## src/rtl/motion_pkg.sv

```systemverilog
// Shared definitions for the shape-motion datapath: direction encoding,
// command-generator FSM states and the switch priority resolver.
package motion_pkg;

  // Direction encoding, shared with the position-update stage.
  localparam logic [1:0] DIR_LEFT  = 2'd0;
  localparam logic [1:0] DIR_RIGHT = 2'd1;
  localparam logic [1:0] DIR_UP    = 2'd2;
  localparam logic [1:0] DIR_DOWN  = 2'd3;

  // Switch bit positions in SW / dir_held.
  localparam int SW_LEFT  = 0;
  localparam int SW_RIGHT = 1;
  localparam int SW_UP    = 2;
  localparam int SW_DOWN  = 3;

  // Command-generator FSM states.
  typedef enum logic [1:0] {
    ST_IDLE   = 2'd0,
    ST_DELAY  = 2'd1,
    ST_REPEAT = 2'd2
  } motion_state_t;

  // Highest-priority held direction: left > right > up > down.
  // Callers check for "none" (all bits low) separately.
  function automatic logic [1:0] prio_dir(input logic [3:0] held);
    logic [1:0] dir;
    if (held[SW_LEFT])       dir = DIR_LEFT;
    else if (held[SW_RIGHT]) dir = DIR_RIGHT;
    else if (held[SW_UP])    dir = DIR_UP;
    else                     dir = DIR_DOWN;
    return dir;
  endfunction

endpackage

```

## src/rtl/sw_debounce.sv

```systemverilog
// Single-bit switch conditioner: two-flop synchroniser followed by a
// stability counter. The output only changes after the synchronised input
// has differed from it for DEBOUNCE_CYCLES consecutive cycles.
module sw_debounce #(
  parameter int DEBOUNCE_CYCLES = 50000
) (
  input  logic clk,
  input  logic rst_n,
  input  logic sw,
  output logic level
);

  localparam int CW = (DEBOUNCE_CYCLES > 1) ? $clog2(DEBOUNCE_CYCLES) : 1;
  localparam logic [CW-1:0] CNT_LAST = CW'(DEBOUNCE_CYCLES - 1);

  logic          sync_q1;
  logic          sync_q2;
  logic [CW-1:0] cnt;

  // Bring the asynchronous switch into the clock domain.
  always_ff @(posedge clk or negedge rst_n) begin
    if (!rst_n) begin
      sync_q1 <= 1'b0;
      sync_q2 <= 1'b0;
    end else begin
      sync_q1 <= sw;
      sync_q2 <= sync_q1;
    end
  end

  // Count consecutive disagreeing cycles; accept the new level once the
  // count expires, restart whenever input and output agree again.
  always_ff @(posedge clk or negedge rst_n) begin
    if (!rst_n) begin
      cnt   <= '0;
      level <= 1'b0;
    end else if (sync_q2 != level) begin
      if (cnt == CNT_LAST) begin
        level <= sync_q2;
        cnt   <= '0;
      end else begin
        cnt <= cnt + 1'b1;
      end
    end else begin
      cnt <= '0;
    end
  end

endmodule

```

## src/rtl/motion_cmd_gen.sv

```systemverilog
// Motion command generator: debounces the four direction switches, picks
// the highest-priority held direction and emits single step commands with
// hold-to-auto-repeat, buffered in a 1-deep valid/ready output register.
//
// Output handshake: a step transfers on any cycle with cmd_valid && cmd_ready.
// cmd_valid and cmd_dir are pure flops; cmd_dir never changes while a step
// is pending and not yet accepted. A step issued while the previous one is
// still pending and not being accepted is dropped and sets the sticky
// overrun flag; a step issued on a transfer cycle replaces the departing one.
module motion_cmd_gen
  import motion_pkg::*;
#(
  parameter int DEBOUNCE_CYCLES = 50000,
  parameter int REPEAT_DELAY    = 12500000,
  parameter int REPEAT_PERIOD   = 2500000
) (
  input  logic       CLK_50,
  input  logic       resetn,
  input  logic [3:0] SW,
  input  logic       cmd_ready,
  output logic       cmd_valid,
  output logic [1:0] cmd_dir,
  output logic [3:0] dir_held,
  output logic       overrun
);

  localparam int TMAX = (REPEAT_DELAY > REPEAT_PERIOD) ? REPEAT_DELAY : REPEAT_PERIOD;
  localparam int TW   = (TMAX > 1) ? $clog2(TMAX) : 1;
  localparam logic [TW-1:0] DELAY_LOAD  = TW'(REPEAT_DELAY - 1);
  localparam logic [TW-1:0] PERIOD_LOAD = TW'(REPEAT_PERIOD - 1);

  motion_state_t state;
  logic [TW-1:0] timer;
  logic [1:0]    cur_dir;

  logic          act_any;
  logic [1:0]    act_dir;
  logic          issue;
  logic          xfer;

  // One conditioner per switch; the stable levels are the debounced outputs.
  for (genvar i = 0; i < 4; i++) begin : g_deb
    sw_debounce #(
      .DEBOUNCE_CYCLES(DEBOUNCE_CYCLES)
    ) u_deb (
      .clk  (CLK_50),
      .rst_n(resetn),
      .sw   (SW[i]),
      .level(dir_held[i])
    );
  end

  // Active direction from the debounced levels.
  always_comb begin
    act_any = |dir_held;
    act_dir = prio_dir(dir_held);
  end

  // Step-issue event: a fresh press, a direction change, or timer expiry.
  always_comb begin
    issue = 1'b0;
    case (state)
      ST_IDLE:   issue = act_any;
      ST_DELAY,
      ST_REPEAT: issue = act_any && ((act_dir != cur_dir) || (timer == '0));
      default:   issue = 1'b0;
    endcase
  end

  assign xfer = cmd_valid && cmd_ready;

  // Repeat FSM plus the registered command buffer and overrun flag.
  always_ff @(posedge CLK_50 or negedge resetn) begin
    if (!resetn) begin
      state     <= ST_IDLE;
      timer     <= '0;
      cur_dir   <= DIR_LEFT;
      cmd_valid <= 1'b0;
      cmd_dir   <= DIR_LEFT;
      overrun   <= 1'b0;
    end else begin
      case (state)
        ST_IDLE: begin
          if (act_any) begin
            state   <= ST_DELAY;
            timer   <= DELAY_LOAD;
            cur_dir <= act_dir;
          end
        end
        ST_DELAY: begin
          if (!act_any) begin
            state <= ST_IDLE;
            timer <= '0;
          end else if (act_dir != cur_dir) begin
            cur_dir <= act_dir;
            timer   <= DELAY_LOAD;
          end else if (timer == '0) begin
            state <= ST_REPEAT;
            timer <= PERIOD_LOAD;
          end else begin
            timer <= timer - 1'b1;
          end
        end
        ST_REPEAT: begin
          if (!act_any) begin
            state <= ST_IDLE;
            timer <= '0;
          end else if (act_dir != cur_dir) begin
            state   <= ST_DELAY;
            cur_dir <= act_dir;
            timer   <= DELAY_LOAD;
          end else if (timer == '0) begin
            timer <= PERIOD_LOAD;
          end else begin
            timer <= timer - 1'b1;
          end
        end
        default: begin
          state <= ST_IDLE;
          timer <= '0;
        end
      endcase

      // Output buffer: load on free slot or departing step, else drop.
      if (issue) begin
        if (!cmd_valid || cmd_ready) begin
          cmd_valid <= 1'b1;
          cmd_dir   <= act_dir;
        end else begin
          overrun <= 1'b1;
        end
      end else if (xfer) begin
        cmd_valid <= 1'b0;
      end
    end
  end

endmodule

```

## config.mk

```make
export PLATFORM = sky130hd
export DESIGN_NAME = motion_cmd_gen
export DESIGN_NICKNAME = d
export VERILOG_FILES = /design/src/rtl/motion_pkg.sv /design/src/rtl/sw_debounce.sv /design/src/rtl/motion_cmd_gen.sv
export SDC_FILE = /design/constraint.sdc
export NUM_CORES = 1
export LEC_CHECK = 0
export ABC_AREA = 0
export CAP_MARGIN = 25
export CORE_MARGIN = 2
export CORE_UTILIZATION = 40
export CTS_CLUSTER_SIZE = 12
export DETAILED_ROUTE_END_ITERATION = 12
export HOLD_SLACK_MARGIN = 0.08
export PLACE_DENSITY_LB_ADDON = 0.05
export SLEW_MARGIN = 5
export SYNTH_ARGS = -nofsm -noshare
export SYNTH_HDL_FRONTEND = slang
export SYNTH_SLANG_ARGS = --single-unit
```

## constraint.sdc

```tcl
create_clock -name CLK_50 -period 1.8 [get_ports CLK_50]
set_input_delay 0.45 -clock CLK_50 [delete_from_list [all_inputs] [get_ports CLK_50]]
set_output_delay 0.45 -clock CLK_50 [all_outputs]
set_load 0.03 [all_outputs]
```

======== After elaboration in Yosys (flattened, before gate mapping) ========
Index checks and enable logic that the tools add are counted.
W data, S select, Z words.
storage, ports and cells
  logic and storage cells ................. 97
  output and inout port bits .............. 8
  register bits after elaboration ......... 108
cells by class
  reductions and logical operators ........ 20
  add/sub/neg operators ................... 5
  bitwise operators ....................... 1
  equal/unequal tests ..................... 18
  multiplexer cells ....................... 31
operator list
  kind                     number
  $mux W16                 8
  $mux W24                 4
  $add A16 B1 Y16 const B  4
  $eq A16 B16 Y1 const B   4
  $pmux W24 S2             1
  $logic_not A24 Y1        1
  $sub A24 B1 Y24 const B  1
  $mux W2                  11
  $reduce_and A2 Y1        7
  $ne A3 B3 Y1 const B     3
  $reduce_and A4 Y1        2
  $ne A2 B1 Y1 const B     3
  $pmux W2 S3              1
  $mux W1                  4
  $ne A1 B1 Y1             4
  $pmux W2 S2              1
  $reduce_bool A2 Y1       2
  $reduce_or A4 Y1         1
  $eq A2 B1 Y1 const B     1
  $eq A2 B2 Y1 const B     1
  $logic_and A1 B1 Y1      2
  $logic_not A2 Y1         1
  $logic_or A1 B1 Y1       2
  $ne A2 B2 Y1             1
  5 further kinds          5

======== Longest topological paths before layout ========
Gate-level depths: netlist of the first run.
  depth after elaboration ................. 9
  gate-level depth with buffers ........... 8
  mapped depth without buffers ............ 6

======== Modules after synthesis ========
Synthesis of the first run repeated with hierarchy kept, for this count alone.
unflattened totals
  cell total of the unflattened synthesis .. 566
  area, all modules ....................... 5858.1 um2
by module, submodules not included
  module          cells each  times used  area an instance (um2)
  sw_debounce     83          4           937.1
  motion_cmd_gen  234         1           2109.5

======== Least setup slack after synthesis of the first run ========
OpenSTA, ideal clock, no wires.
  path type ............................... register to register
  start point ............................. register timer[16]
  end point ............................... register cmd_dir[0]
  cell stages (with the launch flop) ...... 6
  path slack .............................. -0.140 ns
  arrival time ............................ 1.813 ns
  cells stage by stage .................... dfrtp_1 or3_4 nor4_4 nand3_2 a211oi_2 mux2_1
between the ends
  word-level cells in the longest chain between the ends .. 5
RTL lines
  element                             RTL line               text
  start, declared                     motion_cmd_gen.sv:33   logic [TW-1:0] timer;
  start signal, assigned              motion_cmd_gen.sv:101  timer <= timer - 1'b1;
  start signal, assigned              motion_cmd_gen.sv:115  timer <= timer - 1'b1;
  $logic_not A24 Y1                   motion_cmd_gen.sv:65   ST_REPEAT: issue = act_any && ((act_dir != cur_dir) || (timer == '0));
  $logic_or A1 B1 Y1                  motion_cmd_gen.sv:65
  $logic_and A1 B1 Y1                 motion_cmd_gen.sv:65
  $pmux W1 S2                         motion_cmd_gen.sv:62   case (state)
  $reduce_and A2 Y1 (no source line)  --
  end signal, assigned                motion_cmd_gen.sv:128  cmd_dir <= act_dir;
  end, declared                       motion_cmd_gen.sv:22   output logic [1:0] cmd_dir,
No other way between the ends.
A chain may end at the register's enable or synchronous reset.

======== Final worst setup path of the first run ========
  start point ............................. register timer[16]
  end point ............................... register cmd_dir[1]
The elaborated chain is that of the path after synthesis.

==> results_dict.tcl, run 1 <==
set metrics [dict create \
    synthFlopType "dfrtp_1" \
    finalHoldViolations 0 \
    ant_nets 0 \
    slowest_stage "or3_4" \
    worst_r2r_endpoint "cmd_dir[1]" \
    power.internal_uw 3620 \
    reg2reg_slack_ps -90 \
    start_kind "register" \
    finalNetCount 680 \
    first_iter_violations 245 \
    grt_pass1_vias 4298 \
    globalRouteOverflowTotal 0 \
    cp.arrival_ps 2130 \
    netlist.area_leader.share 0.494 \
    p_per_area_nw_per_um2 660 \
    htree_levels 3 \
    first_pass_iters 5 \
    cp.depth 6 \
    vias 4396 \
    setup_ws_ps -93.4 \
    cts_sinks 108 \
    cp_max_fo 5 \
    p_leak_uw 0.00327 \
    syn_area_per_cell_um2 9.76 \
    synth.largest_area_cell "dfrtp_1" \
    clk_latency_ps 360 \
    grt_max_degree 39 \
    syn_nets 578 \
    utilization 0.539 \
    synth.top_cells.by_area "dfrtp_1 (49%), nor2_1 (6.4%), xor2_1 (5.9%)" \
    gp_congestion 0.848 \
    drcViolationCount 0 \
    seqPwrFrac 0.523 \
    die_width_um 121 \
    sw_frac_of_total 0.234 \
    combPwrFrac 0.032 \
    ys_types 55 \
    ys_ff_latch 108 \
    period_needed_ps 1890 \
    start_util 0.412 \
    irDropWorstVdd_mv 0.576 \
    timing.hold.ws_ps 351 \
    finClkSkew_ps 7.69 \
    cp.buffers_inverters 1 \
    placed_cells 820 \
    ys_warn_count 0 \
    cts_made_buffers 9 \
    crit_chain "or3_4, nor4_4, buf_6, nand3_4, a211oi_4, mux2_1" \
    slew_headroom 0.660 \
    synthArstFlopShare 1.00 \
    cap_violations 0 \
    cts_tree "built" \
    grt_pass1_wl_um 21700 \
    crit_end "cmd_dir[1]" \
    die_h_um 121 \
    finalWirelength_um 12600 \
    setup.worst_path.class "register to register" \
    n_fill_cell 1209 \
    status "complete, but fails checks" \
    reg2regPathDepth 6 \
    finalMaxSlewViolations 0 \
    final.period_utilization 1.05 \
    cpLargestDelayFamily "simple AND/OR/NAND/NOR gates" \
    area_growth_pct 30.8 \
    port_buffers 14 \
    grt_setup_unrepaired "true" \
    core_um2 13300 \
    yosysMostFrequentCell "dfrtp_1" \
    power_switching_uw 1110 \
    worstPathRequired_ps 2040 \
    violations "setup timing" \
    dieArea_um2 14600 \
    synth-edff-count 0 \
    timing.rr.start "timer[16]" \
    cts-root-buf "clkbuf_16" \
    antenna_cells 0 \
    ios 15 \
    setup_violations 12 \
    crit_path_end_kind "register" \
    syn-cell-area_um2 5470 \
    syn_inst 561 \
    worstHoldPathType "register to register" \
    synth-seq-area-share 0.494 \
    crit_start "timer[16]" \
    clock_path_buffers 2 \
    clkPwrFrac 0.444 \
    layout.cells.non_filler 844 \
    clk_pin_slew_ps 70 \
    max_freq_mhz 528 \
    vias_per_cell 5.21 \
    slowest_delay_ps 400 \
    tightest_slew_ps 506 \
    hpwl_um 8800 \
    antenna_found_initial 0 \
    layout-drive-gt1-share 0.272 \
    wl_per_cell_um 14.9 \
    synth_common_cells "dfrtp_1 (108), nor2_1 (93), nand3_1 (41)" \
    gr-usage-all-layers 0.187 \
    rows 42 \
]
[cell type report]
class / count / area, µm² / share of cell area
Tap cell: 176 / 220 / 0.0307
Inverter: 17 / 63.8 / 0.00891
Clock buffer: 9 / 225 / 0.0314
Clock inverter: 7 / 83.8 / 0.0117
Sequential cell: 108 / 2710 / 0.378
Timing Repair Buffer: 111 / 966 / 0.135
Multi-Input combinational cell: 416 / 2890 / 0.404
[logic make-up (layout without fill, tap and decap cells)]
kind of cell,count (synthesis),in the layout,share of synthesized area
AND/OR/NAND/NOR,262,262,0.245
multiplexers,7,7,0.0144
buffers and inverters,37,144,0.0297
adder cells (fa/ha/maj),10,10,0.0229
AO/OA/AOI/OAI,73,73,0.0921
flip-flops,108,108,0.494
XOR/XNOR,64,64,0.102
[worst min path at each step]
stage | startpoint | endpoint | cells past startpoint
6_report | g_deb[3].u_deb.sync_q1 | g_deb[3].u_deb.sync_q2 | 0
5_1_grt | g_deb[3].u_deb.sync_q1 | g_deb[3].u_deb.sync_q2 | 0
4_1_cts | g_deb[3].u_deb.sync_q1 | g_deb[3].u_deb.sync_q2 | 0
3_5_place_dp | g_deb[3].u_deb.sync_q1 | g_deb[3].u_deb.sync_q2 | 0
3_3_place_gp | g_deb[3].u_deb.sync_q1 | g_deb[3].u_deb.sync_q2 | 0
2_1_floorplan | resetn | cmd_dir[0] | 0
[repair_timing]
| item | CTS | global route |
|---|---|---|
| hold endpoints to repair | 24 | 0 |
| hold buffers | 1 | 0 |
| pin swaps | 1 | 22 |
| setup buffers | 4 | 3 |
| cloned | 0 | 0 |
| resized for setup | 28 | 68 |
| setup endpoints to repair | 50 | 51 |
[layout by cell type (no fill, tap or decap), types with 13 or more instances in the layout]
cell type / n
nand3_1: 35
inv_1: 16
dfrtp_1: 103
nand4_1: 16
xnor2_1: 27
nand2_1: 28
xor2_1: 36
nor2_1: 87
nor3_1: 13
o21ai_0: 13
buf_4: 79
buf_6: 13
[stage by stage]
stage,total power (µW),TNS (ps),setup WS [ps],cell area (µm²)
6_report,4730,-326,-93.4,7160
5_1_grt,4900,-2200,-186,7160
4_1_cts,4800,-656,-108,6900
3_5_place_dp,2680,-2320,-142,6470
3_3_place_gp,2680,-1820,-135,6470
2_1_floorplan,2570,-336,-140,5500
[routing by layer]
metal	routed length, µm	global-route usage	vias to the layer above
met5	0	0	-
met3	414	0.0461	8
met1	6070	0.260	2173
met4	135	0.0465	0
li1	-	-	2170
met2	5960	0.293	45
[flip-flops by register name, summed over array words and instances (netlist names)]
name                 flops
overrun                  1
state                    2
g_deb.u_deb.sync_q2      4
g_deb.u_deb.level        4
g_deb.u_deb.cnt         64
cur_dir                  2
timer                   24
cmd_dir                  2
cmd_valid                1
g_deb.u_deb.sync_q1      4
[power groups by stage]
stage / clock (µW) / combinational (µW) / sequential [µW]
detailed placement: 0 / 158 / 2520
global route: 2240 / 179 / 2480
floorplan: 0 / 53.3 / 2520
CTS: 2160 / 161 / 2480
finish: 2100 / 153 / 2480
global placement: 0 / 156 / 2520
(Power assumes the default switching activity.)
==> inputs of run 2 (changes only) <==
CORE_UTILIZATION = 41   (was 40)
PLACE_DENSITY_LB_ADDON = 0.1   (was 0.05)
clock period = 1.5 ns   (was 1.8 ns; I/O delays follow)
==> run 2 against run 1 <==
  * The run still ends with setup timing left
  * Cell count up 6.6%
  * Hold slack worse by 1.2 ps
  * Design area up 12%
  * Setup slack worse by 310 ps
  * Non-clock buffer count up 55
  * Highest routed layer unchanged
==> results_dict.tcl, run 2 (synthesis results as in run 1) <==
set metrics [dict create \
    ant_nets 0 \
    cap_violations 0 \
    globalRouteOverflowTotal 0 \
    final_cell_mix "buf_4 (127), dfrtp_1 (102), nor2_1 (66)" \
    die_width_um 120 \
    hpwl_um 8920 \
    cts-root-buf "clkbuf_16" \
    placed_cells 861 \
    finalHoldViolations 0 \
    reg2reg_slack_ps -410 \
    area_growth_pct 46.5 \
    dieArea_um2 14300 \
    cp_max_fo 3 \
    antenna_cells 0 \
    worstHoldPathType "register to register" \
    cp.arrival_ps 2140 \
    grt_setup_unrepaired "true" \
    vias 4598 \
    cts_made_buffers 9 \
    finClkSkew_ps 7.04 \
    finalMaxSlewViolations 0 \
    clk_latency_ps 360 \
    gp_congestion 0.874 \
    final.period_utilization 1.27 \
    status "complete, but fails checks" \
    core_um2 13100 \
    reg2regPathDepth 5 \
    finalWirelength_um 13100 \
    die_h_um 120 \
    first_iter_violations 240 \
    gr-usage-all-layers 0.194 \
    hold_path_depth 0 \
    start_kind "register" \
    largest-register "g_deb.u_deb.cnt" \
    clk_pin_slew_ps 80 \
    port_buffers 14 \
    max_freq_mhz 525 \
    cts_tree "built" \
    final_common_cell "buf_4" \
    crit_start "timer[16]" \
    worstPathRequired_ps 1740 \
    vias_per_cell 5.11 \
    ios 15 \
    setup_violations 55 \
    rows 42 \
    top_regs "g_deb.u_deb.cnt x64, timer x24" \
    cts_sinks 108 \
    crit_path_end_kind "register" \
    violations "setup timing" \
    htree_levels 3 \
    grt_pass1_vias 4713 \
    crit_end "cmd_dir[1]" \
    slew_headroom 0.651 \
    utilization 0.610 \
    timing.rr.start "timer[16]" \
    setup_ws_ps -405 \
    wl_per_cell_um 14.6 \
    largest_reg_flops 64 \
    finalNetCount 736 \
    start_util 0.417 \
    grt_max_degree 43 \
    first_pass_iters 4 \
    clock_path_buffers 2 \
    grt_pass1_wl_um 22300 \
    p_per_area_nw_per_um2 754 \
    irDropWorstVdd_mv 0.967 \
    p_leak_uw 0.00362 \
    drcViolationCount 0 \
    worst_r2r_endpoint "cmd_dir[1]" \
    tightest_slew_ps 523 \
    period_needed_ps 1910 \
    layout-drive-gt1-share 0.401 \
    setup.worst_path.class "register to register" \
    layout.cells.non_filler 900 \
    antenna_found_initial 0 \
]
-- run 2: worst max-delay path: stages, from the launching register on --
cell,delay [ps]
dfrtp_1,380
or3_4,410
nor4_4,200
nand3_2,170
a211oi_4,270
mux2_1,340
-- run 2: repair_timing --
action	4_1_cts	5_1_grt
gates cloned	2	1
gates resized for setup	46	82
hold buffers	1	0
setup buffers	13	13
endpoints found under the hold margin	108	0
pin swaps	21	27
setup endpoints to repair	57	103
-- run 2: worst min path at each step --
stage	slack (ps)	end	start
6_report	350	g_deb[1].u_deb.sync_q2	g_deb[1].u_deb.sync_q1
5_1_grt	360	g_deb[2].u_deb.sync_q2	g_deb[2].u_deb.sync_q1
4_1_cts	350	g_deb[2].u_deb.sync_q2	g_deb[2].u_deb.sync_q1
3_5_place_dp	330	g_deb[1].u_deb.sync_q2	g_deb[1].u_deb.sync_q1
3_3_place_gp	330	g_deb[1].u_deb.sync_q2	g_deb[1].u_deb.sync_q1
2_1_floorplan	80	cmd_dir[0]	resetn
-- run 2: area by class of cell --
class,instances,area (µm²)
Fill cell,1117,5120
Multi-Input combinational cell,417,3170
Sequential cell,108,2710
Timing Repair Buffer,166,1500
Clock buffer,10,239
Tap cell,176,220
Clock inverter,6,116
Inverter,17,63.8
-- run 2: metal layers --
layer	part of all wire	wire length [µm]	global-route usage
met3	0.032	419	0.0390
met2	0.52	6860	0.325
met1	0.43	5710	0.250
met5	0	0	0
met4	0.012	155	0.0669
-- run 2: through the flow --
stage | worst slack (ps) | hold WS [ps] | setup TNS (ps) | area (µm²) | power, µW
floorplan | -440 | 79.4 | -8400 | 5660 | 3100
global placement | -356 | 333 | -12400 | 6940 | 3230
detailed placement | -417 | 335 | -13150 | 6940 | 3240
CTS | -385 | 352 | -10930 | 7610 | 6110
global route | -471 | 356 | -17810 | 8020 | 6290
finish | -405 | 350 | -12830 | 8020 | 6040
-- run 2: report_power, final --
group / internal, µW / switching [µW] / leakage (µW) / total, µW
Combinational: 107 / 142 / 0.00198 / 249
Clock: 1690 / 1130 / 0.000174 / 2820
Sequential: 2950 / 27.1 / 0.00147 / 2970
Total: 4750 / 1300 / 0.00362 / 6040
